`src/rtl/jtpang_rom_cslot.sv`:
```
// jtpang_rom_cslot
// SDRAM read slot with a two-entry cache for one bank request port.
// A client cs/addr request is turned into a 16-bit-word SDRAM read.
// The returned words are assembled into DW-bit client data.
// Repeated hits are answered from the cache without SDRAM traffic.
module jtpang_rom_cslot #(
    parameter int          DW     = 8,
    parameter int          AW     = 20,
    parameter logic [21:0] OFFSET = 22'd0
) (
    input  logic          clk,
    input  logic          rst_n,
    input  logic          flush,
    input  logic          slot_cs,
    input  logic [AW-1:0] slot_addr,
    output logic [DW-1:0] slot_dout,
    output logic          slot_ok,
    output logic          sdram_req,
    output logic [21:0]   sdram_addr,
    input  logic          sdram_ack,
    input  logic          data_dst,
    input  logic          data_rdy,
    input  logic [15:0]   data_read
);

    // A 32-bit client needs two SDRAM words per line; narrower clients need one.
    localparam int LW = (DW == 32) ? 32 : 16;

    typedef enum logic [1:0] {
        ST_IDLE = 2'd0,
        ST_REQ  = 2'd1,
        ST_WAIT = 2'd2
    } state_t;

    state_t        state_q, state_d;
    logic          ok_q, ok_d;
    logic [DW-1:0] dout_q, dout_d;
    logic          req_q, req_d;
    logic [21:0]   addr_q, addr_d;
    logic          victim_q, victim_d;
    logic [15:0]   lo_q, lo_d;

    logic [1:0]    valid_q, valid_d;
    logic [21:0]   tag_q  [2];
    logic [21:0]   tag_d  [2];
    logic [LW-1:0] line_q [2];
    logic [LW-1:0] line_d [2];

    logic [21:0]   base_addr;
    logic [21:0]   word_addr;
    logic [1:0]    hit_vec;
    logic          hit;
    logic [LW-1:0] hit_line;
    logic [DW-1:0] hit_data;
    logic [15:0]   lo_now;
    logic [LW-1:0] fill_line;

    // Client address to SDRAM word address, depending on client width.
    generate
        if (DW == 8) begin : g_addr8
            assign base_addr = 22'(slot_addr >> 1);
        end else if (DW == 16) begin : g_addr16
            assign base_addr = 22'(slot_addr);
        end else begin : g_addr32
            assign base_addr = 22'({slot_addr, 1'b0});
        end
    endgenerate

    assign word_addr = base_addr + OFFSET;

    // Tag compare per entry. The two entries never share a tag, so at most one hits.
    generate
        for (genvar gi = 0; gi < 2; gi++) begin : g_hit
            assign hit_vec[gi] = valid_q[gi] && (tag_q[gi] == word_addr);
        end
    endgenerate

    assign hit      = |hit_vec;
    assign hit_line = hit_vec[1] ? line_q[1] : line_q[0];

    // Lane selection: bytes come from the low word, addr[0] picks the byte.
    generate
        if (DW == 8) begin : g_lane8
            assign hit_data = slot_addr[0] ? hit_line[15:8] : hit_line[7:0];
        end else begin : g_lane_wide
            assign hit_data = hit_line[DW-1:0];
        end
    endgenerate

    // The first word may arrive in the same cycle as data_rdy (single-word lines).
    assign lo_now = data_dst ? data_read : lo_q;

    generate
        if (LW == 32) begin : g_fill32
            assign fill_line = {data_read, lo_now};
        end else begin : g_fill16
            assign fill_line = lo_now;
        end
    endgenerate

    // Next-state logic: hit response, fetch FSM, cache fill and flush.
    always_comb begin
        state_d  = state_q;
        req_d    = req_q;
        addr_d   = addr_q;
        victim_d = victim_q;
        lo_d     = lo_q;
        valid_d  = valid_q;
        tag_d    = tag_q;
        line_d   = line_q;

        // slot_ok always reflects the address presented on the previous clock.
        ok_d   = slot_cs && hit && !flush;
        dout_d = dout_q;
        if (ok_d) begin
            dout_d = hit_data;
        end

        case (state_q)
            ST_IDLE: begin
                if (slot_cs && !hit && !flush) begin
                    addr_d  = word_addr;
                    req_d   = 1'b1;
                    state_d = ST_REQ;
                end
            end
            ST_REQ: begin
                // Request stays up, address frozen, until the controller takes it.
                if (sdram_ack) begin
                    req_d   = 1'b0;
                    state_d = ST_WAIT;
                end
            end
            ST_WAIT: begin
                if (data_dst) begin
                    lo_d = data_read;
                end
                if (data_rdy) begin
                    valid_d[victim_q] = 1'b1;
                    tag_d[victim_q]   = addr_q;
                    line_d[victim_q]  = fill_line;
                    victim_d          = ~victim_q;
                    state_d           = ST_IDLE;
                end
            end
            default: begin
                state_d = ST_IDLE;
            end
        endcase

        // Flush wins over everything: drop the cache and any fetch in flight.
        if (flush) begin
            valid_d = '0;
            ok_d    = 1'b0;
            req_d   = 1'b0;
            state_d = ST_IDLE;
        end
    end

    // State and cache registers.
    always_ff @(posedge clk or negedge rst_n) begin
        if (!rst_n) begin
            state_q  <= ST_IDLE;
            ok_q     <= 1'b0;
            dout_q   <= '0;
            req_q    <= 1'b0;
            addr_q   <= '0;
            victim_q <= 1'b0;
            lo_q     <= '0;
            valid_q  <= '0;
            for (int i = 0; i < 2; i++) begin
                tag_q[i]  <= '0;
                line_q[i] <= '0;
            end
        end else begin
            state_q  <= state_d;
            ok_q     <= ok_d;
            dout_q   <= dout_d;
            req_q    <= req_d;
            addr_q   <= addr_d;
            victim_q <= victim_d;
            lo_q     <= lo_d;
            valid_q  <= valid_d;
            for (int i = 0; i < 2; i++) begin
                tag_q[i]  <= tag_d[i];
                line_q[i] <= line_d[i];
            end
        end
    end

    assign slot_ok    = ok_q;
    assign slot_dout  = dout_q;
    assign sdram_req  = req_q;
    assign sdram_addr = addr_q;

endmodule

```
`config.mk`:
```
export PLATFORM = sky130hd
export DESIGN_NAME = jtpang_rom_cslot
export DESIGN_NICKNAME = d
export VERILOG_FILES = /design/src/rtl/jtpang_rom_cslot.sv
export SDC_FILE = /design/constraint.sdc
export NUM_CORES = 1
export LEC_CHECK = 0
export ABC_AREA = 1
export BUFFER_PORTS_ARGS = -buffer_cell sky130_fd_sc_hd__buf_2
export CORE_UTILIZATION = 35
export DETAILED_ROUTE_END_ITERATION = 7
export HOLD_SLACK_MARGIN = 0.06
export PLACE_DENSITY = 0.6
export SLEW_MARGIN = 20
export SYNTH_ARGS = -nofsm -noshare
export SYNTH_HDL_FRONTEND = slang
export SYNTH_SLANG_ARGS = --single-unit
```
`constraint.sdc`:
```
create_clock -name clk -period 2.5 [get_ports clk]
set_input_delay 0.25 -clock clk [delete_from_list [all_inputs] [get_ports clk]]
set_output_delay 0.25 -clock clk [all_outputs]
set_load 0.01 [all_outputs]
```
==> impl_results.rst <==
.. list-table::
   :header-rows: 1

   * - Metric
     - Value
   * - Cts bufs inserted
     - 17
   * - WHS Path Cells
     - 3
   * - Number of detailed-routing iterations run before antenna repair
     - 5
   * - Pwr Density
     - 1060 mW/mm^2
   * - Maximum number of pins on one net before global-route repair
     - ~120
   * - Synth unique cells
     - 27
   * - Total routed wirelength
     - between 10 and 15 mm
   * - # rows
     - 47
   * - Area contributors post-synth
     - sky130_fd_sc_hd__dfrtp_1 51%, sky130_fd_sc_hd__nand2_1 18%, sky130_fd_sc_hd__o21ai_0 10%
   * - Count of nets left with antenna violations after detail routing
     - 0
   * - Arr. time, crit path
     - roughly 2.2 ns
   * - Crit path time final
     - between 1.5 and 2 ns
   * - Vert. Die Dim
     - approximately 130 um
   * - Area added between synthesis and finish
     - 21.7%
   * - Outcome
     - finished clean
   * - Unrepaired setup endpoints after global routing
     - no
   * - Final HPWL from detailed placement
     - around 10 mm
   * - Register area
     - 0.00300 sq mm
   * - Final clock period utilization by the worst path
     - between 70% and 80%
   * - Core Region
     - 0.0165 sq mm
   * - Yosys synthesis warning count
     - 0
   * - Area occupied by multi-input gates
     - roughly 0.0023 sq mm
   * - Ports placed on the boundary
     - 75
   * - Nets
     - 900
   * - Total cell area at the placement stage
     - about 0.0065 sq mm
   * - Highest net fanout along the worst path
     - 17
   * - Wire length of the first global-routing pass
     - about 24 mm
   * - Effective utilization at floorplan
     - between 30% and 40%
   * - Bufs on Longest Clock Path
     - 2
   * - Met3 wire len
     - 611 um
   * - Post-Synthesis Mean Instance Area
     - 7.52 sq um
   * - Leading area contributor after synthesis
     - sky130_fd_sc_hd__dfrtp_1
   * - Hold violation total from the final report
     - 0
   * - Final std cell area, no fill
     - between 0.007 and 0.008 sq mm
   * - Full die area
     - 0.0174 sq mm
   * - Number of antenna violations at the first check in global routing
     - 0
   * - Area share of the largest cell type after synthesis
     - 51.0%
   * - Worst reg2reg endpoint
     - slot_dout[0]$_DFFE_PN0P_
   * - Final TNS setup
     - 0 ns
   * - Vias in the first global route
     - approximately 4,700
   * - Detailed-route via count
     - a little under 5,000
   * - Inst Count DP
     - approximately 1,100
   * - Met2 wire length
     - approximately 5.8 mm
   * - Min-delay worst type
     - in -> reg
   * - Peak supply drop
     - between 0.0005 and 0.0006 V
   * - Total design power
     - approximately 7600 uW
   * - 1st-iter DRT viols
     - 347
   * - Transition time of the tightest slew-check pin
     - between 0.6 and 0.7 ns
   * - CP Capture Type
     - flop
   * - CTS root buf
     - sky130_fd_sc_hd__clkbuf_16
   * - Remaining global-route overflow
     - 0
   * - Routed met1 length
     - between 7 and 8 mm
   * - Leakage power
     - between 0.003 and 0.004 uW
   * - Critical register-to-register path startpoint
     - tag_q[1]$_DFFE_PN0P_
   * - Routed wire length per instance
     - roughly 13 um
   * - Clock tree from TritonCTS
     - yes
   * - Layout cells sized above 1
     - 16.7%
   * - Htree depth
     - 4
   * - Global Route Usage Sum
     - ~18%
   * - Slew Limit Headroom
     - ~57%
   * - Summed instance area of the synthesized netlist
     - 0.00589 sq mm
   * - Final hold slack
     - approximately 0.11 ns
   * - Width of the die
     - roughly 130 um
   * - Number of vias per cell
     - around 4.5
   * - Launching element type of the critical path
     - flop
   * - Gp weighted congestion
     - approximately 0.82
   * - # Max-Cap Violations
     - 0
   * - Slew Limit Fails
     - 0
   * - End point of the most critical hold path
     - sdram_addr[12]$_DFFE_PN0P_
   * - Fmax
     - around 520 MHz
   * - Post-cts resize count
     - 0
   * - Fillers
     - between 1,500 and 2,000
   * - Register area share after synthesis
     - about half
   * - Critical Setup Path Class
     - reg -> reg
   * - Count of cells along the worst register-to-register path
     - 10
   * - Final standard cell count with taps included and fillers excluded
     - 1,090
   * - Max Clock Skew
     - about 0.0073 ns
   * - Number of antenna repair diodes
     - 0
   * - Top routing layer used
     - met4
   * - Count of final setup violators
     - 0
   * - Register bit count reported by yosys
     - 120
   * - Clock edge transition at the registers on the reported setup and hold paths
     - ~0.050 ns
   * - # DRC
     - 0
   * - Setup slack on the worst flop-to-flop path
     - roughly 0.57 ns
   * - Cell count after synthesis
     - 784
   * - Worst skew pair latency
     - roughly 0.42 ns
   * - Number of I/O port buffers
     - just over 70
   * - CP required
     - about 2.8 ns
   * - Hold wc startpoint
     - slot_addr[13]
   * - TritonCTS sink count
     - 120
state kept, by name, summed over array words and instances (netlist names):
register and count:
line_q 32, lo_q 16, sdram_addr 19, sdram_req 1, slot_dout 8, slot_ok 1
state_q 2, tag_q 38, valid_q 2, victim_q 1
worst max-delay path: stages, from the launching register on:
cell	delay, ns
sky130_fd_sc_hd__dfrtp_1	0.40
sky130_fd_sc_hd__nand2_1	0.15
sky130_fd_sc_hd__nand2_2	0.07
sky130_fd_sc_hd__nor2_2	0.11
sky130_fd_sc_hd__nand2_2	0.10
sky130_fd_sc_hd__nor2_8	0.27
sky130_fd_sc_hd__nand3_4	0.13
sky130_fd_sc_hd__a21oi_4	0.34
sky130_fd_sc_hd__nand3_1	0.14
sky130_fd_sc_hd__nand2_1	0.07
sky130_fd_sc_hd__inv_1	0.03
cell type report:
cell class	instances	area share [%]
Multi-Input combinational cell	515	32.3
Clock inverter	7	1.94
Sequential cell	120	41.9
Inverter	120	6.32
Clock buffer	25	6.91
Tap cell	220	3.84
Timing Repair Buffer	83	6.87
worst max-delay path by stage:
stage	from	to	slack, ns	cells after the start
after floorplan	tag_q[1]$_DFFE_PN0P_	slot_dout[0]$_DFFE_PN0P_	0.96	10
after global placement	tag_q[1]$_DFFE_PN0P_	slot_dout[1]$_DFFE_PN0P_	0.66	10
after detailed placement	slot_addr[2]	slot_dout[0]$_DFFE_PN0P_	0.59	12
after CTS	tag_q[1]$_DFFE_PN0P_	slot_dout[0]$_DFFE_PN0P_	0.58	10
after global routing	tag_q[12]$_DFFE_PN0P_	slot_dout[5]$_DFFE_PN0P_	0.43	11
final	tag_q[1]$_DFFE_PN0P_	slot_dout[0]$_DFFE_PN0P_	0.57	10
stage by stage:
step	utilization, %	setup slack, ns
2_1_floorplan	-	0.958
3_3_place_gp	39.4	0.658
3_5_place_dp	39.4	0.587
4_1_cts	43.4	0.582
5_1_grt	43.4	0.431
6_report	43.4	0.572
per-layer routing:
layer  track usage (%)  vias to the layer above
met3              3.77                       19
met2              25.1                      108
met5                 0                        -
met4              7.04                        0
met1              27.2                     2261
li1                  -                     2570
synthesized netlist by cell type:
| master | n |
|---|---|
| sky130_fd_sc_hd__inv_1 | 102 |
| sky130_fd_sc_hd__conb_1 | 1 |
| sky130_fd_sc_hd__xnor2_1 | 2 |
| sky130_fd_sc_hd__xor2_1 | 2 |
| sky130_fd_sc_hd__nand4_1 | 19 |
| sky130_fd_sc_hd__clkbuf_2 | 1 |
| sky130_fd_sc_hd__nand2_2 | 7 |
| sky130_fd_sc_hd__inv_2 | 17 |
| sky130_fd_sc_hd__clkbuf_1 | 16 |
| sky130_fd_sc_hd__a21oi_4 | 1 |
| sky130_fd_sc_hd__buf_4 | 3 |
| sky130_fd_sc_hd__nor2_2 | 7 |
| sky130_fd_sc_hd__a21oi_1 | 1 |
| sky130_fd_sc_hd__nor3_1 | 2 |
| sky130_fd_sc_hd__dfrtp_1 | 120 |
| sky130_fd_sc_hd__nand2_1 | 281 |
| sky130_fd_sc_hd__nor4_1 | 1 |
| sky130_fd_sc_hd__o21ai_1 | 2 |
| sky130_fd_sc_hd__nor2_8 | 2 |
| sky130_fd_sc_hd__o21a_1 | 1 |
| sky130_fd_sc_hd__buf_2 | 11 |
| sky130_fd_sc_hd__inv_4 | 1 |
| sky130_fd_sc_hd__o21ai_0 | 122 |
| sky130_fd_sc_hd__nand3_4 | 1 |
| sky130_fd_sc_hd__nand3_1 | 30 |
| sky130_fd_sc_hd__o21bai_1 | 1 |
| sky130_fd_sc_hd__nor2_1 | 30 |
kinds of logic after synthesis:
group	Yosys count	share of synthesized area [%]
flops	120	51.0
buf+inv	151	10.1
simple gates	380	27.1
other cells	1	0.0636
xor+xnor	4	0.595
compound gates	128	11.1
cell usage in the layout, fill, tap and decap left out, types with 3 or more instances in the layout:
| master | instances |
|---|---|
| sky130_fd_sc_hd__buf_12 | 3 |
| sky130_fd_sc_hd__buf_2 | 70 |
| sky130_fd_sc_hd__buf_4 | 7 |
| sky130_fd_sc_hd__bufinv_16 | 4 |
| sky130_fd_sc_hd__clkbuf_1 | 4 |
| sky130_fd_sc_hd__clkbuf_16 | 17 |
| sky130_fd_sc_hd__clkbuf_8 | 4 |
| sky130_fd_sc_hd__conb_1 | 3 |
| sky130_fd_sc_hd__dfrtp_1 | 120 |
| sky130_fd_sc_hd__dlygate4sd3_1 | 3 |
| sky130_fd_sc_hd__inv_1 | 102 |
| sky130_fd_sc_hd__inv_2 | 17 |
| sky130_fd_sc_hd__nand2_1 | 281 |
| sky130_fd_sc_hd__nand2_2 | 7 |
| sky130_fd_sc_hd__nand3_1 | 30 |
| sky130_fd_sc_hd__nand4_1 | 19 |
| sky130_fd_sc_hd__nor2_1 | 29 |
| sky130_fd_sc_hd__nor2_2 | 6 |
| sky130_fd_sc_hd__o21ai_0 | 122 |
power breakdown:
group          internal [uW]  switching [uW]  leakage (uW)
registers               2700             354       0.00141
clock network           1770             860      0.000311
logic                    667            1230       0.00197
total                   5140            2450       0.00370
timing repair:
item | CTS | global route
hold endpoints to repair | 122 | 0
buffers inserted | 0 | 0
endpoints found under the setup margin | 0 | 0
hold buffers | 3 | 0
Note: power is estimated with default switching activity, not from simulation.
